<file path="config.mk">
export PLATFORM = sky130hd
export DESIGN_NAME = dma_read_engine_flat
export DESIGN_NICKNAME = d
export VERILOG_FILES = /design/src/rtl/dma_read_engine_if.sv /design/src/rtl/dma_read_engine.sv /design/src/flat_wrapper.sv
export SDC_FILE = /design/constraint.sdc
export NUM_CORES = 1
export LEC_CHECK = 0
export CAP_MARGIN = 40
export CORE_MARGIN = 4
export CORE_UTILIZATION = 57
export DETAILED_ROUTE_END_ITERATION = 10
export MAX_ROUTING_LAYER = met4
export PLACE_DENSITY_LB_ADDON = 0.1
export SYNTH_ARGS = -nofsm -noshare
export SYNTH_HDL_FRONTEND = slang
export SYNTH_SLANG_ARGS = --single-unit
</file>
<file path="constraint.sdc">
create_clock -name clk -period 4.6 [get_ports clk]
set_input_delay 0.92 -clock clk [delete_from_list [all_inputs] [get_ports clk]]
set_output_delay 0.92 -clock clk [all_outputs]
set_load 0.1 [all_outputs]
</file>
<file path="src/rtl/dma_read_engine_if.sv">
// rtl/dma_read_engine_if.sv - memory-bank and output-stream signal bundle for dma_read_engine
//
// Purpose: carries the memory-bank arbiter handshake and the output data stream.
// Signals:
//   bank_request  [3:0]             one-hot read request to the bank arbiter
//   bank_grant    [3:0]             arbiter grant vector
//   mem_addr      [ADDR_WIDTH-1:0]  current word address
//   mem_rdata     [DATA_WIDTH-1:0]  read data, valid the cycle after grant
//   out_valid / out_ready / out_data  stream to the processing core
// Modports: master = DMA engine side, slave = memory/arbiter/consumer side.
interface dma_read_engine_if #(
  parameter int DATA_WIDTH = 32,
  parameter int ADDR_WIDTH = 16
);
  logic [3:0]            bank_request;
  logic [3:0]            bank_grant;
  logic [ADDR_WIDTH-1:0] mem_addr;
  logic [DATA_WIDTH-1:0] mem_rdata;
  logic                  out_valid;
  logic                  out_ready;
  logic [DATA_WIDTH-1:0] out_data;

  modport master (
    output bank_request, mem_addr, out_valid, out_data,
    input  bank_grant, mem_rdata, out_ready
  );

  modport slave (
    input  bank_request, mem_addr, out_valid, out_data,
    output bank_grant, mem_rdata, out_ready
  );
endinterface

</file>
<file path="src/rtl/dma_read_engine.sv">
// rtl/dma_read_engine.sv - single-outstanding banked-memory read DMA with output FIFO
//
// Purpose: reads xfer_len consecutive words starting at src_addr from a 4-bank
// memory (bank = address bits [1:0]), buffers them in a FIFO_DEPTH-entry FIFO
// and streams them out. One read is outstanding at a time.
// Ports:
//   clk, reset_n          clock, asynchronous active-low reset
//   start                 launch pulse, accepted only when idle
//   src_addr, xfer_len    first word address and word count, sampled on accepted start
//   busy                  high from accepted start until done
//   done                  one-cycle completion pulse
//   bus (master)          bank request/grant, mem_addr/mem_rdata, out stream
//   stall_cycles [15:0]   only with DMA_STALL_CNT_EN: saturating count of REQ
//                         cycles with the request up and no matching grant
// Optional feature macro: DMA_STALL_CNT_EN
module dma_read_engine #(
  parameter int DATA_WIDTH = 32,
  parameter int ADDR_WIDTH = 16,
  parameter int FIFO_DEPTH = 4
) (
  input  logic                  clk,
  input  logic                  reset_n,
  input  logic                  start,
  input  logic [ADDR_WIDTH-1:0] src_addr,
  input  logic [ADDR_WIDTH-1:0] xfer_len,
  output logic                  busy,
  output logic                  done,
  dma_read_engine_if.master     bus
`ifdef DMA_STALL_CNT_EN
  ,
  output logic [15:0]           stall_cycles
`endif
);

  localparam int PTR_W = $clog2(FIFO_DEPTH);
  localparam logic [PTR_W:0]      DEPTH_CNT = (PTR_W+1)'(FIFO_DEPTH);
  localparam logic [PTR_W:0]      CNT_ONE   = (PTR_W+1)'(1);
  localparam logic [ADDR_WIDTH-1:0] ADDR_ONE = ADDR_WIDTH'(1);

  localparam logic [1:0] IDLE  = 2'd0;
  localparam logic [1:0] REQ   = 2'd1;
  localparam logic [1:0] DATA  = 2'd2;
  localparam logic [1:0] DRAIN = 2'd3;

  logic [1:0]            state;
  logic [ADDR_WIDTH-1:0] addr_q;
  logic [ADDR_WIDTH-1:0] remaining;
  logic                  done_q;

  logic [DATA_WIDTH-1:0] fifo_mem [FIFO_DEPTH];
  logic [PTR_W-1:0]      wr_ptr;
  logic [PTR_W-1:0]      rd_ptr;
  logic [PTR_W:0]        count;

  logic       accept;
  logic       req_ok;
  logic [3:0] req_vec;
  logic       grant_hit;
  logic       push;
  logic       pop;

  assign accept = (state == IDLE) && start;
  // Request only while a free FIFO slot is guaranteed for the returning word.
  assign req_ok    = (state == REQ) && (count < DEPTH_CNT);
  assign req_vec   = req_ok ? (4'b0001 << addr_q[1:0]) : 4'b0000;
  assign grant_hit = |(req_vec & bus.bank_grant);
  // The word granted in REQ arrives on mem_rdata during the following DATA cycle.
  assign push      = (state == DATA);
  assign pop       = bus.out_valid && bus.out_ready;

  always_ff @(posedge clk or negedge reset_n) begin
    if (!reset_n) begin
      state     <= IDLE;
      addr_q    <= '0;
      remaining <= '0;
      done_q    <= 1'b0;
    end else begin
      done_q <= 1'b0;
      case (state)
        IDLE: begin
          if (accept) begin
            if (xfer_len == '0) begin
              done_q <= 1'b1;
            end else begin
              addr_q    <= src_addr;
              remaining <= xfer_len;
              state     <= REQ;
            end
          end
        end
        REQ: begin
          if (grant_hit) state <= DATA;
        end
        DATA: begin
          addr_q    <= addr_q + ADDR_ONE;
          remaining <= remaining - ADDR_ONE;
          state     <= (remaining != ADDR_ONE) ? REQ : DRAIN;
        end
        DRAIN: begin
          if (count == '0) begin
            state  <= IDLE;
            done_q <= 1'b1;
          end
        end
        default: state <= IDLE;
      endcase
    end
  end

  always_ff @(posedge clk or negedge reset_n) begin
    if (!reset_n) begin
      wr_ptr <= '0;
      rd_ptr <= '0;
      count  <= '0;
    end else begin
      if (push) wr_ptr <= wr_ptr + 1'b1;
      if (pop)  rd_ptr <= rd_ptr + 1'b1;
      case ({push, pop})
        2'b10:   count <= count + CNT_ONE;
        2'b01:   count <= count - CNT_ONE;
        default: count <= count;
      endcase
    end
  end

  // Storage needs no reset: out_valid gates every read of it.
  always_ff @(posedge clk) begin
    if (push) fifo_mem[wr_ptr] <= bus.mem_rdata;
  end

`ifdef DMA_STALL_CNT_EN
  always_ff @(posedge clk or negedge reset_n) begin
    if (!reset_n) begin
      stall_cycles <= '0;
    end else if (accept) begin
      stall_cycles <= '0;
    end else if (req_ok && !grant_hit && (stall_cycles != 16'hFFFF)) begin
      stall_cycles <= stall_cycles + 16'd1;
    end
  end
`endif

  assign bus.bank_request = req_vec;
  assign bus.mem_addr     = addr_q;
  assign bus.out_valid    = (count != '0);
  assign bus.out_data     = fifo_mem[rd_ptr];
  assign busy             = (state != IDLE);
  assign done             = done_q;

endmodule

</file>
<file path="src/flat_wrapper.sv">
// flat-port wrapper written by rule: the top's interface ports become plain ports
module dma_read_engine_flat 
#(
  parameter int DATA_WIDTH = 32,
  parameter int ADDR_WIDTH = 16,
  parameter int FIFO_DEPTH = 4
)
  (clk, reset_n, start, src_addr, xfer_len, busy, done, bus_bank_request, bus_mem_addr, bus_out_valid, bus_out_data, bus_bank_grant, bus_mem_rdata, bus_out_ready);
  dma_read_engine_if #(.DATA_WIDTH(DATA_WIDTH), .ADDR_WIDTH(ADDR_WIDTH)) bus_i ();
  input  logic clk;
  input  logic reset_n;
  input  logic start;
  input  logic [ADDR_WIDTH-1:0] src_addr;
  input  logic [ADDR_WIDTH-1:0] xfer_len;
  output logic busy;
  output logic done;
  output wire logic [$bits(bus_i.bank_request)-1:0] bus_bank_request;
  output wire logic [$bits(bus_i.mem_addr)-1:0] bus_mem_addr;
  output wire logic [$bits(bus_i.out_valid)-1:0] bus_out_valid;
  output wire logic [$bits(bus_i.out_data)-1:0] bus_out_data;
  input wire logic [$bits(bus_i.bank_grant)-1:0] bus_bank_grant;
  input wire logic [$bits(bus_i.mem_rdata)-1:0] bus_mem_rdata;
  input wire logic [$bits(bus_i.out_ready)-1:0] bus_out_ready;
  assign bus_bank_request = bus_i.bank_request;
  assign bus_mem_addr = bus_i.mem_addr;
  assign bus_out_valid = bus_i.out_valid;
  assign bus_out_data = bus_i.out_data;
  assign bus_i.bank_grant = bus_bank_grant;
  assign bus_i.mem_rdata = bus_mem_rdata;
  assign bus_i.out_ready = bus_out_ready;
  dma_read_engine #(.DATA_WIDTH(DATA_WIDTH), .ADDR_WIDTH(ADDR_WIDTH), .FIFO_DEPTH(FIFO_DEPTH)) u_core (.clk(clk), .reset_n(reset_n), .start(start), .src_addr(src_addr), .xfer_len(xfer_len), .busy(busy), .done(done), .bus(bus_i));
endmodule
</file>
==> run_results.csv, run 1 <==
group,metric,value,unit
worst_setup_path,max_stage_delay,0.76,ns
sta,timing.hold.ws,0.339,ns
global_route,grt-ovfl-total,0,
yosys,syn_nets,597,
yosys,synth_edf_count,128,
worst_setup_path,path_cells,"buf_4 -> mux4_2 -> buf_4",
worst_setup_path,critPathRequiredTime,3.68,ns
clock_network,cts_tree,"yes",
detailed_routing,drt_iter0_drc,364,
finish,final_util,76.8,%
clock_network,cts_resized,0,
floorplanning,die_y,123,um
run,drv_cap,0,
placed_design,dp_hpwl,11400,um
detailed_routing,drt-vias-per-instance,5.89,
yosys,synth_fa_ha_area_share,2.74,%
floorplanning,die_x,123,um
yosys,seq_area_frac_synth,64.6,%
clock_network,clk_pin_slew,0.06,ns
floorplanning,coreArea,12800,um^2
clock_network,clkLatencyLatePin,0.43,ns
yosys,synthFlopType,"edfxtp_1",
yosys,yosysUniqueCellTypes,55,
yosys,async_flop_share,24.7,%
detailed_routing,wire_per_inst,20.1,um
global_route,antenna_found_initial,0,
sta,tns,0,ns
sta,worst_slew_pin_slew,0.790,ns
sta,fmax,296,MHz
worst_setup_path,critical_path_class,"flip-flop to primary output",
worst_setup_path,path_max_fanout,18,
floorplanning,num_rows,41,
clock_network,htree_levels,4,
sta,finalWorstSetupSlack,1.22,ns
yosys,synthTopCellsByArea,"edfxtp_1 (51%), dfrtp_1 (14%), mux4_2 (9.5%), ha_1 (2.5%), a221oi_2 (2.0%)",
yosys,synth_top_area_share,50.8,%
yosys,syn_area,7570,um^2
placed_design,dp_worst_setup_slack,0.995,ns
global_route,globalRouteTotalUtil,24.9,%
clock_network,post-cts-setup-buffers,0,
detailed_routing,drc,0,
yosys,yosys_warnings,0,
sta,fin_crit,3.38,ns
sta,hold_viol,0,
detailed_routing,finalWirelength,17000,um
global_route,grt_max_degree,66,
floorplanning,die-area,15200,um^2
yosys,synth_top_family_by_area,"multiplexers",
clock_network,numCtsBuffers,17,
yosys,yosysTopAreaCell,"edfxtp_1",
placed_design,io_buffers,126,
worst_setup_path,cp.arrival,2.46,ns
worst_setup_path,path_delay_family,"flip-flops",
worst_setup_path,crit_cells,3,
yosys,syn_area_per_cell,14.9,um^2
sta,final-setup-viol-count,0,
sta,maxSlewViolCount,0,
yosys,synth.mux.area_fraction,9.65,%
sta,finClkSkew,0.00797,ns
clock_network,root_buffer,"clkbuf_16",
sta,rsz0062_at_grt,"false",
yosys,yosys_register_bits,170,
worst_setup_path,slowest_stage,"dfrtp_2",
detailed_routing,detail-route-antenna-nets,0,
yosys,synth_xor_area_share,0.694,%
floorplanning,io-pin-count,127,
sta,relSlewSlack,46.9,%
min_path,hold_path.class,"input pin to asynchronous set/reset pin",
floorplanning,start_util,59.1,%
detailed_routing,vias,4965,
clock_network,hold_buffers,0,
placed_design,place.gp.congestion,0.883,
yosys,synth_compound_area_share,9.05,%
worst_setup_path,critPathBufInv,2,
clock_network,clock_sinks,170,
yosys,synthSimpleGateAreaFrac,9.30,%
worst_setup_path,crit_top_cell,"buf_4",
global_route,grt_pass1_wl,27600,um
yosys,syn_inst,509,
finish,areaGrowthSynthToFinish,30.0,%
status,status,"finished, final reports clean",
global_route,grt_pass1_vias,5264,
finish,nets,746,
detailed_routing,firstDrtPassIters,5,
clock_network,cts_buffer_depth,2,
finish,drive_gt1_share,22.8,%
worst_setup_path,startpoint_type,"flip-flop",
finish,num_antenna_cells,0,
sta,fin_crit_sh,73.5,%
worst_setup_path,ff2ff_path_depth,8,
worst_setup_path,worstSetupEndpointType,"primary output",
[worst register-to-register path, stage by stage, from the launching register on]
cell,delay [ns]
dfrtp_1,0.42
inv_1,0.12
ha_2,0.19
clkinv_1,0.32
o21ai_2,0.66
a21boi_2,0.26
buf_4,0.37
o21ai_0,0.17
a221o_1,0.32
[sequential cells by signal, indices dropped and copies added, names as in the netlist]
| name | flops |
|---|---|
| u_core.rd_ptr | 2 |
| u_core.count | 3 |
| u_core.fifo_mem | 128 |
| u_core.wr_ptr | 2 |
| u_core.remaining | 16 |
| u_core.done | 1 |
| u_core.bus.mem_addr | 16 |
| u_core.state | 2 |
[per-stage QoR]
step	area, um^2	cells
global route	9850	843
global placement	8810	782
floorplan	7570	509
finish	9850	843
CTS	9850	843
detailed placement	9270	811
[layer usage]
metal	part of all wire [%]	up-vias	track usage (%)
met1	38	2466	29.9
li1	-	2291	-
met2	53	176	41.6
met4	2.1	0	8.51
met5	0	-	-
met3	6.3	32	5.95
[path summary, 6_finish.rpt]
| check | startpoint | to | slack (ns) |
|---|---|---|---|
| worst max-delay path | u_core.rd_ptr[0] | bus_out_data[25] | 1.22 |
| min in group clk | u_core.rd_ptr[1] | u_core.rd_ptr[1] | 0.47 |
| max in group asynchronous | reset_n | u_core.rd_ptr[0] | 3.79 |
| worst max register to register | u_core.state[0] | u_core.remaining[8] | 1.66 |
| worst min-delay path | reset_n | u_core.remaining[13] | 0.34 |
| worst min register to register | u_core.rd_ptr[1] | u_core.rd_ptr[1] | 0.47 |
[logic make-up (layout without fill, tap and decap cells)]
kind of cell	count (synthesis)	count (layout)
AOI/OAI and AO/OA	93	93
xor gates and xnor gates	6	6
adders and majority gates	16	16
buffers and inverters	58	220
DFF	170	170
muxes	33	33
and+or+nand+nor	133	133
[cell usage in the layout (no fill, tap or decap), drive strengths merged, types with 14 or more instances in the layout]
cell             n
clkdlybuf4s50   93
nand3           21
o22ai           16
nor2            27
a221oi          14
edfxtp         128
ha              15
dfrtp           42
buf             66
a21oi           22
clkbuf          18
o21ai           20
mux4            32
nand2           28
inv             31
[synthesized netlist by cell type, types with 3 or more instances]
cell type,instances
ha_1,15
nor4_1,12
o22ai_1,16
o21ai_0,19
a221oi_1,4
clkbuf_8,4
a21oi_1,22
xor2_1,4
nand2_1,28
or4_1,3
and2_1,9
nand4_1,6
dfrtp_1,42
a221oi_2,10
and3_1,5
clkbuf_1,15
edfxtp_1,128
inv_1,28
nor2_1,27
buf_6,4
and4_1,4
mux4_2,32
a2bb2oi_1,7
buf_2,5
nand3_1,21
nor3_1,7
[area by class of cell]
cell class                 count  area, um^2
timing repair buffer         159        1660
tap                          172         215
clock inverter                14         146
inverter                      29         109
fill                         797        2980
clock buffer                  18         429
sequential                   170        4900
multi-input combinational    281        2390
Power of run 1 is not shown: default switching activity piles up to over one toggle a cycle in this logic, so the estimate is an artifact.
==> inputs of run 2 (changes only) <==
--- a/config.mk
+++ b/config.mk
@@ -7,7 +7,7 @@
 export LEC_CHECK = 0
 export CAP_MARGIN = 40
 export CORE_MARGIN = 4
-export CORE_UTILIZATION = 57
+export CORE_UTILIZATION = 48
 export DETAILED_ROUTE_END_ITERATION = 10
 export MAX_ROUTING_LAYER = met4
 export PLACE_DENSITY_LB_ADDON = 0.1
==> constraint.sdc (replaced) <==
create_clock -name clk -period 2.8 [get_ports clk]
set_input_delay 0.56 -clock clk [delete_from_list [all_inputs] [get_ports clk]]
set_output_delay 0.56 -clock clk [all_outputs]
set_load 0.1 [all_outputs]
==> run_results.csv, run 2 (synthesized netlist as in run 1, its figures left out) <==
group,metric,value,unit
sta,fin_crit_sh,93.5,%
sta,fmax,382,MHz
worst_setup_path,path_delay_family,"flip-flops",
global_route,globalRouteTotalUtil,19.6,%
clock_network,clock_sinks,170,
sta,finClkSkew,0.00910,ns
worst_setup_path,ff2ff_path_depth,7,
worst_setup_path,max_stage_delay,0.61,ns
finish,n_fill_cell,1101,
floorplanning,coreArea,15300,um^2
global_route,grt_pass1_vias,5096,
worst_setup_path,critPathBufInv,2,
worst_setup_path,path_cells,"buf_4 -> mux4_2 -> buf_12",
finish,drive_gt1_share,25.1,%
clock_network,clk_pin_slew,0.07,ns
finish,nets,732,
worst_setup_path,path_max_fanout,14,
floorplanning,start_util,49.5,%
clock_network,htree_levels,4,
detailed_routing,drt_iter0_drc,223,
sta,fin_crit,2.62,ns
worst_setup_path,timing.rr.end,"u_core.remaining[14]",
finish,num_antenna_cells,0,
global_route,antenna_found_initial,0,
clock_network,post-cts-setup-buffers,0,
sta,tns,0,ns
floorplanning,io-pin-count,127,
detailed_routing,wire_per_inst,18.5,um
finish,largest_reg_flops,128,
global_route,grt-ovfl-total,0,
worst_setup_path,critPathRequiredTime,2.24,ns
status,status,"finished, final reports clean",
worst_setup_path,rr_startpoint,"u_core.remaining[0]",
floorplanning,die_y,134,um
worst_setup_path,startpoint_type,"flip-flop",
sta,relSlewSlack,53.6,%
run,drv_cap,0,
detailed_routing,vias,4856,
clock_network,cts_tree,"yes",
placed_design,dp_hpwl,10700,um
worst_setup_path,crit_cells,3,
finish,areaGrowthSynthToFinish,33.0,%
sta,hold_viol,0,
global_route,grt_max_degree,66,
clock_network,cts_buffer_depth,2,
clock_network,root_buffer,"clkbuf_16",
sta,rsz0062_at_grt,"false",
worst_setup_path,crit_start,"u_core.rd_ptr[0]",
worst_setup_path,endpoint,"bus_out_data[12]",
sta,final-setup-viol-count,0,
detailed_routing,detail-route-antenna-nets,0,
floorplanning,die_x,134,um
worst_setup_path,worstSetupEndpointType,"primary output",
worst_setup_path,slowest_stage,"dfrtp_4",
sta,worst_slew_pin_slew,0.696,ns
placed_design,place.gp.congestion,0.864,
detailed_routing,firstDrtPassIters,5,
worst_setup_path,critical_path_class,"flip-flop to primary output",
worst_setup_path,reg2reg_setup_slack,0.48,ns
sta,maxSlewViolCount,0,
floorplanning,num_rows,45,
finish,regArea,4900,um^2
detailed_routing,drt-vias-per-instance,5.59,
clock_network,clkLatencyLatePin,0.42,ns
finish,mostFrequentLayoutCells,"edfxtp_1 (128), clkdlybuf4s50_1 (70), buf_12 (41), dfrtp_1 (41), buf_4 (33)",
finish,final_common_cell,"edfxtp_1",
finish,multi_input_area,2390,um^2
floorplanning,die-area,17900,um^2
global_route,grt_pass1_wl,26600,um
worst_setup_path,cp.arrival,2.06,ns
min_path,hold_path.class,"input pin to asynchronous set/reset pin",
placed_design,io_buffers,126,
clock_network,numCtsBuffers,17,
detailed_routing,drc,0,
finish,largest-register,"u_core.fifo_mem",
detailed_routing,finalWirelength,16000,um
## run 2: worst min-delay path by stage
stage / startpoint / to / slack (ns) / cells after the start
final: reset_n / u_core.remaining[9] / 0.08 / 1
after global routing: reset_n / u_core.remaining[10] / 0.09 / 1
after CTS: reset_n / u_core.remaining[9] / 0.07 / 1
after detailed placement: u_core.remaining[8] / u_core.remaining[8] / 0.50 / 1
after global placement: u_core.remaining[8] / u_core.remaining[8] / 0.49 / 1
after floorplan: reset_n / u_core.bus.mem_addr[0] / 0.26 / 0
## run 2: through the flow
stage | utilization, % | instances | worst slack (ns) | instance area [um^2] | hold WS [ns]
finish | 65.8 | 868 | 0.181 | 10100 | 0.0810
global route | 65.8 | 868 | 0.0703 | 10100 | 0.0895
detailed placement | 61.6 | 836 | 0.138 | 9430 | 0.496
floorplan | - | 509 | 0.124 | 7570 | 0.264
CTS | 65.8 | 868 | 0.0135 | 10100 | 0.0678
global placement | 61.6 | 836 | 0.230 | 9430 | 0.491
## run 2: final cells by class
cell class,instances,area share (%)
inverter,29,1.08
timing repair buffer,145,17.6
tap,211,2.62
sequential,170,48.6
clock inverter,15,2.12
multi-input combinational,281,23.7
clock buffer,17,4.22
## run 2: worst register-to-register path, stage by stage (launching register included)
cell and delay [ns]:
dfrtp_1 0.41, inv_1 0.11, ha_1 0.25, or4b_2 0.72
nor4_1 0.31, nand3_1 0.12, o22ai_1 0.18, a221oi_2 0.07
## run 2: metal layers
metal	track usage [%]	up-vias	part of all wire, %
met2	30.9	167	50
li1	-	2271	-
met5	-	-	0
met3	4.04	25	4.7
met1	25.5	2393	44
met4	6.86	0	1.6
## run 2: timing repair
item,4_1_cts,5_1_grt
resized for setup,0,1
endpoints found under the setup margin,0,8
hold endpoints to repair,0,0
hold buffers,0,0
Power of run 2 is left out for the same reason.
==> inputs of run 3 (changes only) <==
--- a/config.mk
+++ b/config.mk
@@ -6,8 +6,10 @@
 export NUM_CORES = 1
 export LEC_CHECK = 0
 export CAP_MARGIN = 40
+export CELL_PAD_IN_SITES_DETAIL_PLACEMENT = 0
+export CELL_PAD_IN_SITES_GLOBAL_PLACEMENT = 1
 export CORE_MARGIN = 4
-export CORE_UTILIZATION = 48
+export CORE_UTILIZATION = 40
 export DETAILED_ROUTE_END_ITERATION = 10
 export MAX_ROUTING_LAYER = met4
 export PLACE_DENSITY_LB_ADDON = 0.1
==> run_results.csv, run 3 (synthesized netlist as in run 1, its figures left out) <==
group,metric,value,unit
placed_design,io_buffers,126,
sta,fmax,385,MHz
sta,tns,0,ns
worst_setup_path,path_cells,"buf_4 -> mux4_2 -> buf_12",
global_route,grt-ovfl-total,0,
detailed_routing,drt-vias-per-instance,5.41,
detailed_routing,wire_per_inst,19.2,um
detailed_routing,drt_iter0_drc,298,
worst_setup_path,cp.arrival,2.04,ns
clock_network,cts_resized,0,
clock_network,clk_pin_slew,0.07,ns
finish,mostFrequentLayoutCells,"edfxtp_1 (128), clkdlybuf4s50_1 (70), dfrtp_1 (41)",
clock_network,clkLatencyLatePin,0.42,ns
clock_network,cts_buffer_depth,2,
sta,fin_crit_sh,92.8,%
finish,fin_cells,893,
clock_network,hold_buffers,0,
finish,largest-register,"u_core.fifo_mem",
min_path,hold_path.class,"input pin to asynchronous set/reset pin",
floorplanning,io-pin-count,127,
finish,num_antenna_cells,0,
sta,worst_slew_pin_slew,0.748,ns
placed_design,numPlacedInstances,861,
detailed_routing,detail-route-antenna-nets,0,
detailed_routing,vias,4831,
sta,finalWorstSetupSlack,0.202,ns
clock_network,clock_sinks,170,
clock_network,cts_tree,"yes",
finish,final_common_cell,"edfxtp_1",
run,drv_cap,0,
global_route,globalRouteTotalUtil,17.2,%
clock_network,post-cts-setup-buffers,0,
worst_setup_path,max_stage_delay,0.58,ns
floorplanning,start_util,40.6,%
sta,fin_crit,2.60,ns
worst_setup_path,path_delay_family,"flip-flops",
clock_network,htree_levels,4,
detailed_routing,drc,0,
worst_setup_path,startpoint_type,"flip-flop",
finish,stdcell_area,9990,um^2
finish,nets,734,
detailed_routing,firstDrtPassIters,5,
placed_design,dp_worst_setup_slack,0.0705,ns
floorplanning,num_rows,50,
placed_design,dp_hpwl,11600,um
clock_network,numCtsBuffers,17,
finish,areaGrowthSynthToFinish,31.9,%
finish,largest_reg_flops,128,
floorplanning,coreArea,18600,um^2
worst_setup_path,critPathBufInv,2,
global_route,grt_pass1_vias,5128,
floorplanning,die_x,146,um
global_route,grt_pass1_wl,27800,um
sta,relSlewSlack,50.1,%
global_route,antenna_found_initial,0,
worst_setup_path,worstSetupEndpointType,"primary output",
worst_setup_path,path_max_fanout,10,
finish,drive_gt1_share,25.2,%
status,status,"finished, final reports clean",
sta,finClkSkew,0.00993,ns
worst_setup_path,critical_path_class,"flip-flop to primary output",
placed_design,place.gp.congestion,0.829,
floorplanning,die_y,146,um
worst_setup_path,critPathRequiredTime,2.24,ns
sta,final-setup-viol-count,0,
sta,hold_viol,0,
floorplanning,die-area,21200,um^2
detailed_routing,finalWirelength,17100,um
global_route,grt_max_degree,44,
clock_network,root_buffer,"clkbuf_16",
sta,maxSlewViolCount,0,
placed_design,place_area,9430,um^2
worst_setup_path,slowest_stage,"dfrtp_2",
sta,rsz0062_at_grt,"false",
==> run 3: cell count changes in the layout (fill, tap and decap cells not counted) <==
cell / delta
clkbuf_1: +1
inv_8: +2
clkinvlp_4: +1
buf_4: +6
clkinv_8: +1
bufinv_16: -4
clkinv_2: -1
buf_12: -4
dfrtp_4: -1
dfrtp_2: +1
==> run 3: area by class of cell <==
type / instances / area (um^2)
clock buffers: 18 / 429
clock inverters: 14 / 135
fillers: 1573 / 8650
inverters: 29 / 109
multi-input cells: 281 / 2390
flip-flops and latches: 170 / 4900
well taps: 234 / 293
repair buffers: 147 / 1740
==> run 3: routing by layer <==
metal | track usage, % | part of all wire (%)
met5 | - | 0
met4 | 4.42 | 0.96
met3 | 3.99 | 3.9
met2 | 28.1 | 51
met1 | 22.0 | 45
==> run 3: worst paths after layout <==
path / slack, ns / to / depth (start not counted) / start
setup / recovery: 0.20 / bus_out_data[31] / 3 / u_core.rd_ptr[0]
hold / removal: 0.20 / u_core.rd_ptr[1] / 1 / reset_n
setup reg to reg: 0.46 / u_core.remaining[14] / 7 / u_core.remaining[0]
hold reg to reg: 0.52 / u_core.count[0] / 1 / u_core.count[0]
max in group asynchronous: 1.98 / u_core.remaining[5] / 2 / reset_n
min in group clk: 0.52 / u_core.count[0] / 1 / u_core.count[0]
==> run 3: through the flow <==
step	hold slack (ns)	util, %
after floorplan	0.264	-
after global placement	0.505	50.6
after detailed placement	0.497	50.6
after CTS	0.232	53.6
after global routing	0.253	53.6
final	0.205	53.6
Power of run 3 is left out for the same reason.
